<file path="src/rtl/vga_pkg.sv">
// rtl/vga_pkg.sv - shared VGA timing defaults and sync-lock state encoding
package vga_pkg;

    localparam int C_VISIBLE_COLUMNS = 640;
    localparam int C_VISIBLE_ROWS    = 480;
    localparam int C_TOTAL_COLUMNS   = 800;
    localparam int C_TOTAL_ROWS      = 525;
    localparam int COUNT_W           = 10;

    typedef enum logic [1:0] {
        SEARCH = 2'd0,
        CHECK  = 2'd1,
        LOCKED = 2'd2
    } lock_state_t;

endpackage

</file>
<file path="src/rtl/vga_sync_lock_fsm.sv">
// rtl/vga_sync_lock_fsm.sv - frame-start consistency tracker producing lock and error flags
module vga_sync_lock_fsm
    import vga_pkg::*;
#(
    parameter int c_TOTAL_COLUMNS = C_TOTAL_COLUMNS,
    parameter int c_TOTAL_ROWS    = C_TOTAL_ROWS
) (
    input  logic               i_Clk,
    input  logic               i_Rst_n,
    input  logic               i_FrameStart,
    input  logic [COUNT_W-1:0] i_ColCount,
    input  logic [COUNT_W-1:0] i_RowCount,
    output logic               o_Locked,
    output logic               o_SyncError
);

    localparam logic [COUNT_W-1:0] LAST_COL = COUNT_W'(c_TOTAL_COLUMNS - 1);
    localparam logic [COUNT_W-1:0] LAST_ROW = COUNT_W'(c_TOTAL_ROWS - 1);

    lock_state_t r_state;
    logic        w_at_end;

    // A well-formed frame start lands exactly where the free-running count would wrap.
    assign w_at_end = (i_ColCount == LAST_COL) && (i_RowCount == LAST_ROW);

    always_ff @(posedge i_Clk or negedge i_Rst_n) begin
        if (!i_Rst_n) begin
            r_state     <= SEARCH;
            o_Locked    <= 1'b0;
            o_SyncError <= 1'b0;
        end else begin
            o_SyncError <= 1'b0;
            case (r_state)
                SEARCH: begin
                    if (i_FrameStart) begin
                        r_state  <= CHECK;
                        o_Locked <= 1'b0;
                    end
                end
                CHECK: begin
                    if (i_FrameStart) begin
                        if (w_at_end) begin
                            r_state  <= LOCKED;
                            o_Locked <= 1'b1;
                        end else begin
                            o_SyncError <= 1'b1;
                        end
                    end
                end
                LOCKED: begin
                    if (i_FrameStart && !w_at_end) begin
                        r_state     <= CHECK;
                        o_Locked    <= 1'b0;
                        o_SyncError <= 1'b1;
                    end else if (!i_FrameStart && w_at_end) begin
                        r_state     <= SEARCH;
                        o_Locked    <= 1'b0;
                        o_SyncError <= 1'b1;
                    end
                end
                default: begin
                    r_state  <= SEARCH;
                    o_Locked <= 1'b0;
                end
            endcase
        end
    end

endmodule

</file>
<file path="src/rtl/vga_sync_to_count.sv">
// rtl/vga_sync_to_count.sv - regenerates column/row counters from delayed active-video syncs
module vga_sync_to_count
    import vga_pkg::*;
#(
    parameter int c_VISIBLE_COLUMNS = C_VISIBLE_COLUMNS,
    parameter int c_VISIBLE_ROWS    = C_VISIBLE_ROWS,
    parameter int c_TOTAL_COLUMNS   = C_TOTAL_COLUMNS,
    parameter int c_TOTAL_ROWS      = C_TOTAL_ROWS
) (
    input  logic               i_Clk,
    input  logic               i_Rst_n,
    input  logic               i_HSync,
    input  logic               i_VSync,
    output logic               o_HSync,
    output logic               o_VSync,
    output logic [COUNT_W-1:0] o_ColCount,
    output logic [COUNT_W-1:0] o_RowCount,
    output logic               o_FrameStart,
    output logic               o_Locked,
    output logic               o_SyncError
);

    localparam logic [COUNT_W-1:0] LAST_COL = COUNT_W'(c_TOTAL_COLUMNS - 1);
    localparam logic [COUNT_W-1:0] LAST_ROW = COUNT_W'(c_TOTAL_ROWS - 1);

    if (c_VISIBLE_COLUMNS > c_TOTAL_COLUMNS || c_VISIBLE_ROWS > c_TOTAL_ROWS) begin : g_bad_geometry
        $error("visible area exceeds total frame size");
    end

    logic r_VSync;
    logic w_fs;

    assign w_fs = i_VSync && !r_VSync;

    always_ff @(posedge i_Clk or negedge i_Rst_n) begin
        if (!i_Rst_n) begin
            r_VSync      <= 1'b0;
            o_HSync      <= 1'b0;
            o_VSync      <= 1'b0;
            o_FrameStart <= 1'b0;
            o_ColCount   <= '0;
            o_RowCount   <= '0;
        end else begin
            r_VSync      <= i_VSync;
            o_HSync      <= i_HSync;
            o_VSync      <= i_VSync;
            o_FrameStart <= w_fs;
            // Frame start and the natural wrap agree when the source geometry matches.
            if (w_fs) begin
                o_ColCount <= '0;
                o_RowCount <= '0;
            end else if (o_ColCount == LAST_COL) begin
                o_ColCount <= '0;
                o_RowCount <= (o_RowCount == LAST_ROW) ? '0 : o_RowCount + 1'b1;
            end else begin
                o_ColCount <= o_ColCount + 1'b1;
            end
        end
    end

    vga_sync_lock_fsm #(
        .c_TOTAL_COLUMNS(c_TOTAL_COLUMNS),
        .c_TOTAL_ROWS   (c_TOTAL_ROWS)
    ) u_lock_fsm (
        .i_Clk       (i_Clk),
        .i_Rst_n     (i_Rst_n),
        .i_FrameStart(w_fs),
        .i_ColCount  (o_ColCount),
        .i_RowCount  (o_RowCount),
        .o_Locked    (o_Locked),
        .o_SyncError (o_SyncError)
    );

endmodule

</file>
<file path="config.mk">
export PLATFORM = sky130hd
export DESIGN_NAME = vga_sync_to_count
export DESIGN_NICKNAME = d
export VERILOG_FILES = /design/src/rtl/vga_pkg.sv /design/src/rtl/vga_sync_lock_fsm.sv /design/src/rtl/vga_sync_to_count.sv
export SDC_FILE = /design/constraint.sdc
export NUM_CORES = 1
export LEC_CHECK = 0
export CAP_MARGIN = 5
export CORE_ASPECT_RATIO = 0.5
export CORE_UTILIZATION = 35
export CTS_CLUSTER_SIZE = 14
export DETAILED_ROUTE_END_ITERATION = 8
export PLACE_DENSITY = 0.59
export RECOVER_POWER = 100
export SLEW_MARGIN = 20
export SYNTH_ARGS = -nofsm -noshare
export SYNTH_HDL_FRONTEND = slang
export SYNTH_HIERARCHICAL = 1
export SYNTH_SLANG_ARGS = --single-unit
</file>
<file path="constraint.sdc">
create_clock -name i_Clk -period 6 [get_ports i_Clk]
set_input_delay 1.5 -clock i_Clk [delete_from_list [all_inputs] [get_ports i_Clk]]
set_output_delay 1.5 -clock i_Clk [all_outputs]
set_load 0.02 [all_outputs]
</file>
==> reports/metrics.yaml <==
final.fill_count: 355
finalNonFillerCells: 226
synth_cell_types: 41
cts_resized: 0
yosysTopAreaCell: "dfrtp_1"
synth_seq_cells: 26
crit_path_start_kind: "input port"
hold_class: "flip-flop to flip-flop"
fp.dieW_um: 92.01
io_buffers: 28
dieArea_um2: 4324
syn2layout_area_growth_pct: 28.60
cts_tree: "done"
rsz0062_at_grt: "false"
dpl.hpwl_um: 2267
clk_latency_ns: 0.28
hold_buffers: 0
cap_viol_max_count: 0
ys_seq_area_frac: 0.4590
ios: 29
root_buffer: "clkbuf_8"
max_freq_mhz: 284.9
cts_made_buffers: 3
drt_wl_total_um: 3066
layout_common_cells: "dlygate4sd3_1 (28), dfrtp_1 (26), nand2_1 (13)"
critPathMaxStageDelay_ns: 0.55
cts.path.max_buffers: 2
ys_warn_count: 6
drtAntennaViolNets: 0
postCtsSetupRepairBufs: 0
critical_path.endpoint_type: "flip-flop"
slew-limit-headroom: 0.04652
rows: 15
synth_edf_count: 0
worstPathMaxFanout: 8
grt_overflow: 0
outcome: "completed"
cp_slowest_cell: "dlygate4sd3_1"
synth_top_area_share: 0.4590
synthArstFlopShare: 1.000
synth_nets: 156
layout_commonest_cell: "dlygate4sd3_1"
wl_per_cell_um: 13.57
synth_ff_type: "dfrtp_1"
syn_area_per_cell_um2: 9.845
slew_violations: 0
dpl_cell_area_um2: 1760
syn_area_um2: 1418
via_per_inst: 5.177
ir_worst_vdd_uv: 92.00
dieHeight_um: 47
tightestPinTransition_ns: 1.430
clkSlewWorstSetupHoldPaths_ns: 0.10
required_ns: 6.17
synthTopCellsByArea: "dfrtp_1 (46%), ha_1 (7.1%), nand2_1 (3.4%), nor2_1 (3.2%), xnor2_1 (3.1%)"
drc: 0
core_area_um2: 3641
min_period_ns: 3.510
fin_worst_skew_ns: 0.01429
grt_usage: 0.1621
nets: 188
grt_pass1_vias: 1080
drtIter0Drc: 23
p_per_area_nw_per_um2: 257.3
finalHoldViolCount: 0
antenna_found_initial: 0
vias: 1170
dp.cells: 222
diodes: 0
first_pass_iters: 5
arrival_ns: 3.68
fin_area_um2: 1823
fin_setup_tns_ns: 0
p_leak_nw: 0.7981
cts_max_level: 1
cts_sinks: 26
p_total_w: 0.0004690
initial_core_util: 0.3893
grt_max_degree: 27
setup_ws_ns: 2.490
setup_viol: 0
drive_gt1_frac: 0.06857
grt_pass1_wl_um: 5223
worstPathCellList: "dlygate4sd3_1 > nand2b_1 > inv_1 > ha_1 > nand2_1 > o21ai_0 > o31ai_1 > mux2_1"
gp_routability_congestion: 0.8094
min_period_over_period: 0.5849
criticalPathCategory: "input port to flip-flop"
netlist_instances: 144
post-place-ws_ns: 2.342
==> sequential cells by signal, indices dropped and copies added (netlist names) <==
register and cells:
o_ColCount 10, o_RowCount 10, o_FrameStart 1, o_HSync 1, r_VSync 1, u_lock_fsm/o_Locked 1, u_lock_fsm/o_SyncError 1, u_lock_fsm/r_state 1
==> path summary, 6_finish.rpt <==
check | startpoint | to | slack [ns] | cells after the start
worst min register to register | o_ColCount[0]$_DFF_PN0_ | o_ColCount[0]$_DFF_PN0_ | 0.52 | 1
worst min-delay path | o_ColCount[0]$_DFF_PN0_ | o_ColCount[0]$_DFF_PN0_ | 0.52 | 1
min in group asynchronous | i_Rst_n | o_RowCount[1]$_DFFE_PN0P_ | 2.08 | 2
max in group asynchronous | i_Rst_n | o_RowCount[7]$_DFFE_PN0P_ | 3.07 | 2
worst max register to register | o_RowCount[4]$_DFFE_PN0P_ | u_lock_fsm/r_state[0]$_DFFE_PN0P_ | 3.57 | 8
worst max-delay path | i_VSync | u_lock_fsm/r_state[0]$_DFFE_PN0P_ | 2.49 | 8
==> power by group <==
part / internal, W / switching (W) / leakage (nW)
Clock: 0.0000894 / 0.0000592 / 0.0357
Sequential: 0.000192 / 0.0000226 / 0.349
Combinational: 0.0000475 / 0.0000585 / 0.414
==> Yosys cell counts, types with 2 or more instances <==
cell type / number
nand2b_1: 2
nor2_1: 12
or3_1: 4
o21ai_0: 5
xnor2_1: 5
a21oi_1: 6
nor3_1: 5
nor4bb_1: 2
o211ai_1: 3
nand2_1: 13
dfrtp_1: 26
inv_1: 8
o31ai_1: 4
and4_1: 2
ha_1: 8
nand3_1: 7
xor2_1: 3
nand4_1: 6
==> metrics by stage <==
stage,utilization,hold slack (ns)
after floorplan,-,0.5116
after global placement,0.4835,0.5186
after detailed placement,0.4835,0.5194
after CTS,0.5031,0.5338
after global routing,0.5007,0.5576
final,0.5007,0.5238
==> cell type report <==
class | count | area (um^2) | share of cell area
well taps | 51 | 63.81 | 0.03500
multi-input cells | 108 | 723.2 | 0.3967
clock buffers | 3 | 41.29 | 0.02265
flip-flops and latches | 26 | 650.6 | 0.3569
repair buffers | 29 | 284.0 | 0.1558
inverters | 8 | 30.03 | 0.01647
clock inverters | 1 | 30.03 | 0.01647
==> metal layers <==
| metal | global-route usage | wire [um] | up-vias | part of all wire |
|---|---|---|---|---|
| li1 | - | - | 583 | - |
| met3 | 0.04369 | 82 | 5 | 0.027 |
| met5 | 0 | 0 | - | 0 |
| met4 | 0.04688 | 30 | 0 | 0.0098 |
| met2 | 0.2612 | 1269 | 14 | 0.41 |
| met1 | 0.2209 | 1684 | 568 | 0.55 |
==> critical path: cells and delay by family <==
family,cells,cell delay (ns)
and+or+nand+nor,2,0.33
buffers and inverters,2,0.76
muxes,1,0.35
adders and majority gates,1,0.34
AOI/OAI and AO/OA,2,0.41
==> kinds of logic after synthesis <==
kind of cell    share of synthesized area
mux                              0.007943
fa+ha+maj                         0.07061
flops                              0.4590
compound gates                     0.1297
simple gates                       0.2560
xor+xnor                          0.04943
buf+inv                           0.02736
Power figures use the tool's default switching activity.
